==> config.mk <==
export PLATFORM = sky130hd
export DESIGN_NAME = rr_sel_arbiter4_flat
export DESIGN_NICKNAME = d
export VERILOG_FILES = /design/src/rtl/rr_sel_arbiter4_if.sv /design/src/rtl/rr_sel_arbiter4.sv /design/src/flat_wrapper.sv
export SDC_FILE = /design/constraint.sdc
export NUM_CORES = 1
export LEC_CHECK = 0
export ABC_AREA = 1
export BUFFER_PORTS_ARGS = -buffer_cell sky130_fd_sc_hd__buf_2
export CORE_UTILIZATION = 54
export DETAILED_ROUTE_END_ITERATION = 8
export HOLD_SLACK_MARGIN = 0.1
export PLACE_DENSITY = 0.93
export SLEW_MARGIN = 20
export SYNTH_ARGS = -nofsm -noshare
export SYNTH_HDL_FRONTEND = slang
export SYNTH_SLANG_ARGS = --single-unit
==> constraint.sdc <==
create_clock -name clk -period 4.2 [get_ports clk]
set_clock_uncertainty 0.05 [all_clocks]
set_input_delay 0.42 -clock clk [delete_from_list [all_inputs] [get_ports clk]]
set_output_delay 0.42 -clock clk [all_outputs]
set_load 0.05 [all_outputs]
==> src/rtl/rr_sel_arbiter4_if.sv <==
// Request/select/capture bundle between the 4-channel arbiter,
// its mux and the downstream valid/ready consumer.
interface rr_sel_arbiter4_if #(
  parameter int n = 4
);
  logic [3:0]   req;
  logic [3:0]   lock;
  logic [n-1:0] mux_f;
  logic [1:0]   sel;
  logic [3:0]   ack;
  logic         out_valid;
  logic         out_ready;
  logic [n-1:0] out_data;
  logic [1:0]   out_ch;

  modport master (
    output req, lock, mux_f, out_ready,
    input  sel, ack, out_valid, out_data, out_ch
  );

  modport slave (
    input  req, lock, mux_f, out_ready,
    output sel, ack, out_valid, out_data, out_ch
  );
endinterface

==> src/rtl/rr_sel_arbiter4.sv <==
// Round-robin 4-channel arbiter driving a 4:1 mux select, with burst
// lock and a zero-bubble registered valid/ready capture stage.
module rr_sel_arbiter4 #(
  parameter int n = 4
) (
  input logic             clk,
  input logic             rst,
  rr_sel_arbiter4_if.slave bus
);
  typedef enum logic {ARB, LOCKED} state_t;

  state_t       state_q, state_d;
  logic [1:0]   ptr_q, ptr_d;
  logic [1:0]   owner_q, owner_d;
  logic [1:0]   last_sel_q, last_sel_d;
  logic [1:0]   out_ch_q, out_ch_d;
  logic         out_valid_q, out_valid_d;
  logic [n-1:0] out_data_q, out_data_d;

  logic [1:0] win;
  logic [1:0] idx;
  logic       win_vld;
  logic       can_load;
  logic       cap;

  // Reverse scan so the channel closest to ptr is assigned last and wins.
  always_comb begin
    win     = '0;
    win_vld = 1'b0;
    idx     = '0;
    if (state_q == LOCKED) begin
      win     = owner_q;
      win_vld = bus.req[owner_q];
    end else begin
      for (int i = 3; i >= 0; i--) begin
        idx = ptr_q + 2'(i);
        if (bus.req[idx]) begin
          win     = idx;
          win_vld = 1'b1;
        end
      end
    end
  end

  assign can_load = !out_valid_q || bus.out_ready;
  assign cap      = win_vld && can_load;

  assign bus.sel       = win_vld ? win : last_sel_q;
  assign bus.ack       = cap ? (4'b0001 << win) : 4'b0000;
  assign bus.out_valid = out_valid_q;
  assign bus.out_data  = out_data_q;
  assign bus.out_ch    = out_ch_q;

  always_comb begin
    state_d     = state_q;
    ptr_d       = ptr_q;
    owner_d     = owner_q;
    last_sel_d  = last_sel_q;
    out_ch_d    = out_ch_q;
    out_valid_d = out_valid_q;
    out_data_d  = out_data_q;
    if (cap) begin
      out_data_d  = bus.mux_f;
      out_ch_d    = win;
      out_valid_d = 1'b1;
      last_sel_d  = win;
      unique case (state_q)
        ARB: begin
          if (bus.lock[win]) begin
            state_d = LOCKED;
            owner_d = win;
          end else begin
            ptr_d = win + 2'd1;
          end
        end
        LOCKED: begin
          if (!bus.lock[owner_q]) begin
            state_d = ARB;
            ptr_d   = owner_q + 2'd1;
          end
        end
        default: state_d = ARB;
      endcase
    end else if (out_valid_q && bus.out_ready) begin
      out_valid_d = 1'b0;
    end
  end

  always_ff @(posedge clk or posedge rst) begin
    if (rst) begin
      state_q     <= ARB;
      ptr_q       <= '0;
      owner_q     <= '0;
      last_sel_q  <= '0;
      out_ch_q    <= '0;
      out_valid_q <= 1'b0;
      out_data_q  <= '0;
    end else begin
      state_q     <= state_d;
      ptr_q       <= ptr_d;
      owner_q     <= owner_d;
      last_sel_q  <= last_sel_d;
      out_ch_q    <= out_ch_d;
      out_valid_q <= out_valid_d;
      out_data_q  <= out_data_d;
    end
  end
endmodule

==> src/flat_wrapper.sv <==
// flat-port wrapper written by rule: the top's interface ports become plain ports
module rr_sel_arbiter4_flat 
#(
  parameter int n = 4
)
  (clk, rst, bus_req, bus_lock, bus_mux_f, bus_out_ready, bus_sel, bus_ack, bus_out_valid, bus_out_data, bus_out_ch);
  rr_sel_arbiter4_if #(.n(n)) bus_i ();
  input logic clk;
  input logic rst;
  input wire logic [$bits(bus_i.req)-1:0] bus_req;
  input wire logic [$bits(bus_i.lock)-1:0] bus_lock;
  input wire logic [$bits(bus_i.mux_f)-1:0] bus_mux_f;
  input wire logic [$bits(bus_i.out_ready)-1:0] bus_out_ready;
  output wire logic [$bits(bus_i.sel)-1:0] bus_sel;
  output wire logic [$bits(bus_i.ack)-1:0] bus_ack;
  output wire logic [$bits(bus_i.out_valid)-1:0] bus_out_valid;
  output wire logic [$bits(bus_i.out_data)-1:0] bus_out_data;
  output wire logic [$bits(bus_i.out_ch)-1:0] bus_out_ch;
  assign bus_i.req = bus_req;
  assign bus_i.lock = bus_lock;
  assign bus_i.mux_f = bus_mux_f;
  assign bus_i.out_ready = bus_out_ready;
  assign bus_sel = bus_i.sel;
  assign bus_ack = bus_i.ack;
  assign bus_out_valid = bus_i.out_valid;
  assign bus_out_data = bus_i.out_data;
  assign bus_out_ch = bus_i.out_ch;
  rr_sel_arbiter4 #(.n(n)) u_core (.clk(clk), .rst(rst), .bus(bus_i));
endmodule
[Word level (Yosys, flattened, before mapping)]
Index checks and enable logic that the tools add are counted.
Widths: inputs -> output; s select.
Storage, ports and cells
  register bits after elaboration: 12
  latch bits: 0
  bits in writable memories: 0
  ROM bits: 0
  input port bits: 15
  word-level logic and storage cells: 62
  memories kept: 0
Operators by class
  $add $sub $neg: 5
  $mul: 0
  div/mod/pow operators: 0
  $lt $le $gt $ge: 6
  equality and inequality tests: 2
  shift-type cells: 1
  mux-type cells: 34
  bitwise logic cells: 1
  reduce and logical (&&, ||, !) cells: 7
Operator list (number)
  $lt 2x3->1 const B: 6
  $mux 1: 16
  $mux 2: 8
  $bmux 1 s2: 7
  $add 2x1->2 const B: 3
  $reduce_and 3->1: 2
  $add 2x2->2 const B: 2
  $mux 4: 1
  $ne 2x2->1 const B: 2
  $pmux 2 s2: 1
  $shl 1x2->4 const A: 1
  $logic_and 1x1->1: 2
  $pmux 1 s2: 1
  $reduce_bool 2->1: 1
  $logic_not 1->1: 1
  $logic_or 1x1->1: 1
  $not 1->1: 1

[Depth between registers and ports, before layout]
  depth in word-level cells: 12
  mapped depth: 15
  mapped depth without buffers: 15

[Worst setup path before layout]
Ideal clock, no wire load.
  kind: flip-flop to output port
  start: register u_core.ptr_q[0]
  end: output port bus_sel[0]
  data arrival time: 2.267 ns
  data required time: 3.730 ns
  path slack: 1.463 ns
  cell stages (with the launch flop): 9
  path buffers: 1
  cells stage by stage: dfrtp_1 -> buf_6 -> xnor2_1 -> nand2_2 -> nand3_1 -> nand3_1 -> nand3_2 -> nand2_2 -> o21ai_0
Between the ends
  word-level cells in the longest chain between the ends: 9
  elaborated cells on any way between the ends: 22
  classes of those cells: add/sub (3); mux (19)
RTL lines
  from (decl): RTL line rr_sel_arbiter4.sv:13  | logic [1:0] ptr_q, ptr_d;
  from (signal assigned): RTL line rr_sel_arbiter4.sv:100  | ptr_q <= ptr_d;
  $add 2x2->2: RTL line rr_sel_arbiter4.sv:36  | idx = ptr_q + 2'(i);
  $bmux 1 s2: RTL line rr_sel_arbiter4.sv:37  | if (bus.req[idx]) begin
  $mux 1 (not written as such): RTL line rr_sel_arbiter4.sv:37
  $mux 2 / $mux 1 (equally long branches) (4 in series): RTL line rr_sel_arbiter4.sv:37
  $mux 2 / $mux 1 (equally long branches): RTL line rr_sel_arbiter4.sv:31  | if (state_q == LOCKED) begin
  $mux 2 (*): RTL line rr_sel_arbiter4.sv:48  | assign bus.sel = win_vld ? win : last_sel_q;
  to (decl): RTL line flat_wrapper.sv:14  | output wire logic [$bits(bus_i.sel)-1:0] bus_sel;
Mark *: on every way between the ends. The rest lies on a longest branch, timed or not. The select of a mux whose other input is x is not followed.

[Final worst setup path]
  start: register u_core.ptr_q[0]
  end: output port bus_ack[1]
Between the ends
  word-level cells in the longest chain between the ends: 10
  elaborated cells on any way between the ends: 24
  classes of those cells: add/sub (3); shift (1); mux (19); reduce/logical (1)
RTL lines
  $add 2x2->2: RTL line rr_sel_arbiter4.sv:36
  $bmux 1 s2: RTL line rr_sel_arbiter4.sv:37
  $mux 1 (not written as such): RTL line rr_sel_arbiter4.sv:37
  $mux 2 (3 in series): RTL line rr_sel_arbiter4.sv:37
  $mux 2 (*): RTL line rr_sel_arbiter4.sv:37
  $mux 2 (*): RTL line rr_sel_arbiter4.sv:31
  via u_core.win[0]: RTL line rr_sel_arbiter4.sv:20  | logic [1:0] win;
  $shl 1x2->4 (*): RTL line rr_sel_arbiter4.sv:49  | assign bus.ack = cap ? (4'b0001 << win) : 4'b0000;
  $mux 4 (*): RTL line rr_sel_arbiter4.sv:49
  to (decl): RTL line flat_wrapper.sv:15  | output wire logic [$bits(bus_i.ack)-1:0] bus_ack;
Mark *: on every way through the listed nets, which the timed path passes. The rest lies on a longest branch. The select of a mux whose other input is x is not followed.

==> results.sh <==
export IMPL_fin_crit_ns=2.99
export IMPL_gp_routability_congestion=0.864
export IMPL_pin_count=28
export IMPL_antenna_cells=0
export IMPL_max_cap_viol_count=0
export IMPL_ys_ff_latch=12
export IMPL_worstPathCellList="inv_1 -> nand2_1 -> nand2_1 -> o21ai_0 -> inv_1 -> nand2_1 -> nand2_1 -> nand3_2 -> nand2_2 -> inv_1 -> ha_1 -> inv_1 -> nor2_1 -> buf_2"
export IMPL_numPortBuffers=27
export IMPL_finalSetupTns_ns=0
export IMPL_clk_insertion_delay_late_ns=0.28
export IMPL_fin_nets=183
export IMPL_synth_fp_nets=152
export IMPL_routed_wirelength_mm=2.09
export IMPL_rsz0062_at_grt="no"
export IMPL_clk_path_buf_depth=2
export IMPL_dieHeight_um=43.1
export IMPL_slowest_stage="dfrtp_1"
export IMPL_dieArea_um2=1860
export IMPL_hpwl_mm=1.63
export IMPL_arrival_ns=2.52
export IMPL_worstPathMaxFanout=12
export IMPL_yosys_top_cells_count="nand2_1 (45), inv_1 (21), dfrtp_1 (12)"
export IMPL_cts_htree_levels=1
export IMPL_drive_gt1_share_pct=27.6
export IMPL_cts_inserted_buffers=3
export IMPL_synth_most_common_cell="nand2_1"
export IMPL_yosysTopAreaCellShare_pct=32.9
export IMPL_synth_area_leaders="dfrtp_1 (33%), nand2_1 (18%), inv_1 (8.6%), nand3_1 (6.0%), ha_1 (5.5%)"
export IMPL_maxSlewHeadroom_pct=68.5
export IMPL_endpoint_kind="output pin"
export IMPL_seq_area_frac_synth_pct=32.9
export IMPL_reg2reg_slack_ns=1.94
export IMPL_avgViaCountPerCell=5.36
export IMPL_drc=0
export IMPL_pre_cts_ws_ns=1.55
export IMPL_grt_start_max_net_pins=14
export IMPL_drt_iter0_drc=36
export IMPL_setup_viol=0
export IMPL_ys_async_sr_fraction_pct=100
export IMPL_synth_distinct_cells=19
export IMPL_root_buffer="clkbuf_4"
export IMPL_synth_warnings=0
export IMPL_synth_ff_type="dfrtp_1"
export IMPL_cts_tree="yes"
export IMPL_start_kind="register"
export IMPL_regArea_um2=300
export IMPL_grt_pass1_wl_mm=3.24
export IMPL_multi_input_area_um2=507
export IMPL_overflow=0
export IMPL_track_usage_pct=23.5
export IMPL_initial_core_util_pct=59.3
export IMPL_fin_util_pct=71.3
export IMPL_worst_pin_slew_ns=0.472
export IMPL_cp_data_required_time_ns=3.73
export IMPL_synth_edf_count=0
export IMPL_core_area_um2=1540
export IMPL_synthCells=133
export IMPL_slew_viol_final=0
export IMPL_hp_class="in2reg"
export IMPL_postCtsSetupRepairBufs=0
export IMPL_area_delta_synth_final_pct=20.3
export IMPL_vias=960
export IMPL_n_fill_cell=124
export IMPL_syn_area_um2=913
export IMPL_path_class="reg2out"
export IMPL_hold_viol=0
export IMPL_fin_crit_sh_pct=71.1
export IMPL_num_rows=14
export IMPL_antenna_found_initial=0
export IMPL_syn_avg_cell_area_um2=6.87
export IMPL_cts_resized_gates=0
export IMPL_drtAntennaViolNets=0
export IMPL_setup_ws_ns=1.21
export IMPL_slowest_delay_ns=0.59
export IMPL_fmax_mhz=335
export IMPL_synth_top_area_cell="dfrtp_1"
export IMPL_numPlacedInstances=174
export IMPL_die_w_um=43.1
export IMPL_wl_per_cell_um=11.7
export IMPL_numClockSinks=12
export IMPL_status="complete, no violations"
export IMPL_fin_cells=179
export IMPL_grt_pass1_vias=805
export IMPL_dr_pass1_iters=4
export IMPL_path_clk_slew_ns=0.08
[kinds of logic after synthesis]
family	after synthesis	share of synthesized area [%]
AO/OA/AOI/OAI	16	13.0
buffers and inverters	26	11.6
XOR/XNOR	1	0.959
flip-flops	12	32.9
AND/OR/NAND/NOR	74	36.0
adder cells (fa/ha/maj)	4	5.48
[registers in the layout, indices dropped and copies added, names as in the netlist]
signal                count
u_core.last_sel_q         2
u_core.owner_q            2
u_core.state_q            1
u_core.bus.out_valid      1
u_core.ptr_q              2
u_core.bus.out_data       4
[per-layer routing]
layer  track usage, %  up-vias  wire, um
met3             7.66        8       146
met4             8.48        0        42
met2             39.4       45       999
li1                 -      481         -
met5                0        -         0
met1             27.7      426       902
[area by class of cell]
cell class	instances	area share, %
timing repair buffer	28	13.2
sequential	12	27.3
clock buffer	4	3.30
inverter	24	8.20
tap	16	1.82
multi-input combinational	95	46.1
[worst max-delay path: cells and delay by family (launching register included)]
family,cells,cell delay [ns]
buffers and inverters,5,0.66
AO/OA/AOI/OAI,1,0.19
flip-flops,1,0.59
adder cells (fa/ha/maj),1,0.17
AND/OR/NAND/NOR,7,0.62
[final timing paths]
kind                            cells past startpoint                          startpoint                            endpoint
worst max register to register                     15         u_core.ptr_q[0]$_DFFE_PP0P_       u_core.owner_q[1]$_DFFE_PP0P_
worst min register to register                      2  u_core.bus.out_data[2]$_DFFE_PP0P_  u_core.bus.out_data[2]$_DFFE_PP0P_
worst max-delay path                               14         u_core.ptr_q[0]$_DFFE_PP0P_                          bus_ack[1]
worst min-delay path                                3                        bus_mux_f[2]  u_core.bus.out_data[2]$_DFFE_PP0P_
max in group asynchronous                           3                                 rst  u_core.bus.out_data[1]$_DFFE_PP0P_
min in group asynchronous                           3                                 rst          u_core.state_q$_DFFE_PP0P_
[repair_timing]
action,4_1_cts,5_1_grt
endpoints found under the setup margin,0,0
hold buffers,1,0
endpoints found under the hold margin,5,0
[metrics by stage]
step           area (um^2)  hold WS (ns)
4_1_cts               1100         0.293
6_report              1100         0.292
2_1_floorplan          913         0.235
5_1_grt               1100         0.299
3_3_place_gp          1050         0.396
3_5_place_dp          1050         0.399
[cell usage in the layout, fill, tap and decap left out, types with 2 or more instances in the layout]
master | synthesis | routed
clkbuf_4 | 0 | 3
nand2_2 | 2 | 2
nand3_1 | 11 | 11
buf_2 | 1 | 27
inv_1 | 21 | 21
o21ai_1 | 2 | 2
o21ai_2 | 3 | 3
nand4_1 | 3 | 3
dfrtp_1 | 12 | 12
nand3_2 | 4 | 4
o21ai_0 | 6 | 6
inv_2 | 3 | 3
ha_1 | 4 | 4
nor2_1 | 9 | 9
a21oi_1 | 3 | 3
nand2_1 | 45 | 45
Power is left out: the tool's default activity adds up to more than one toggle a clock period on the data nets, which glitch-free logic cannot reach.
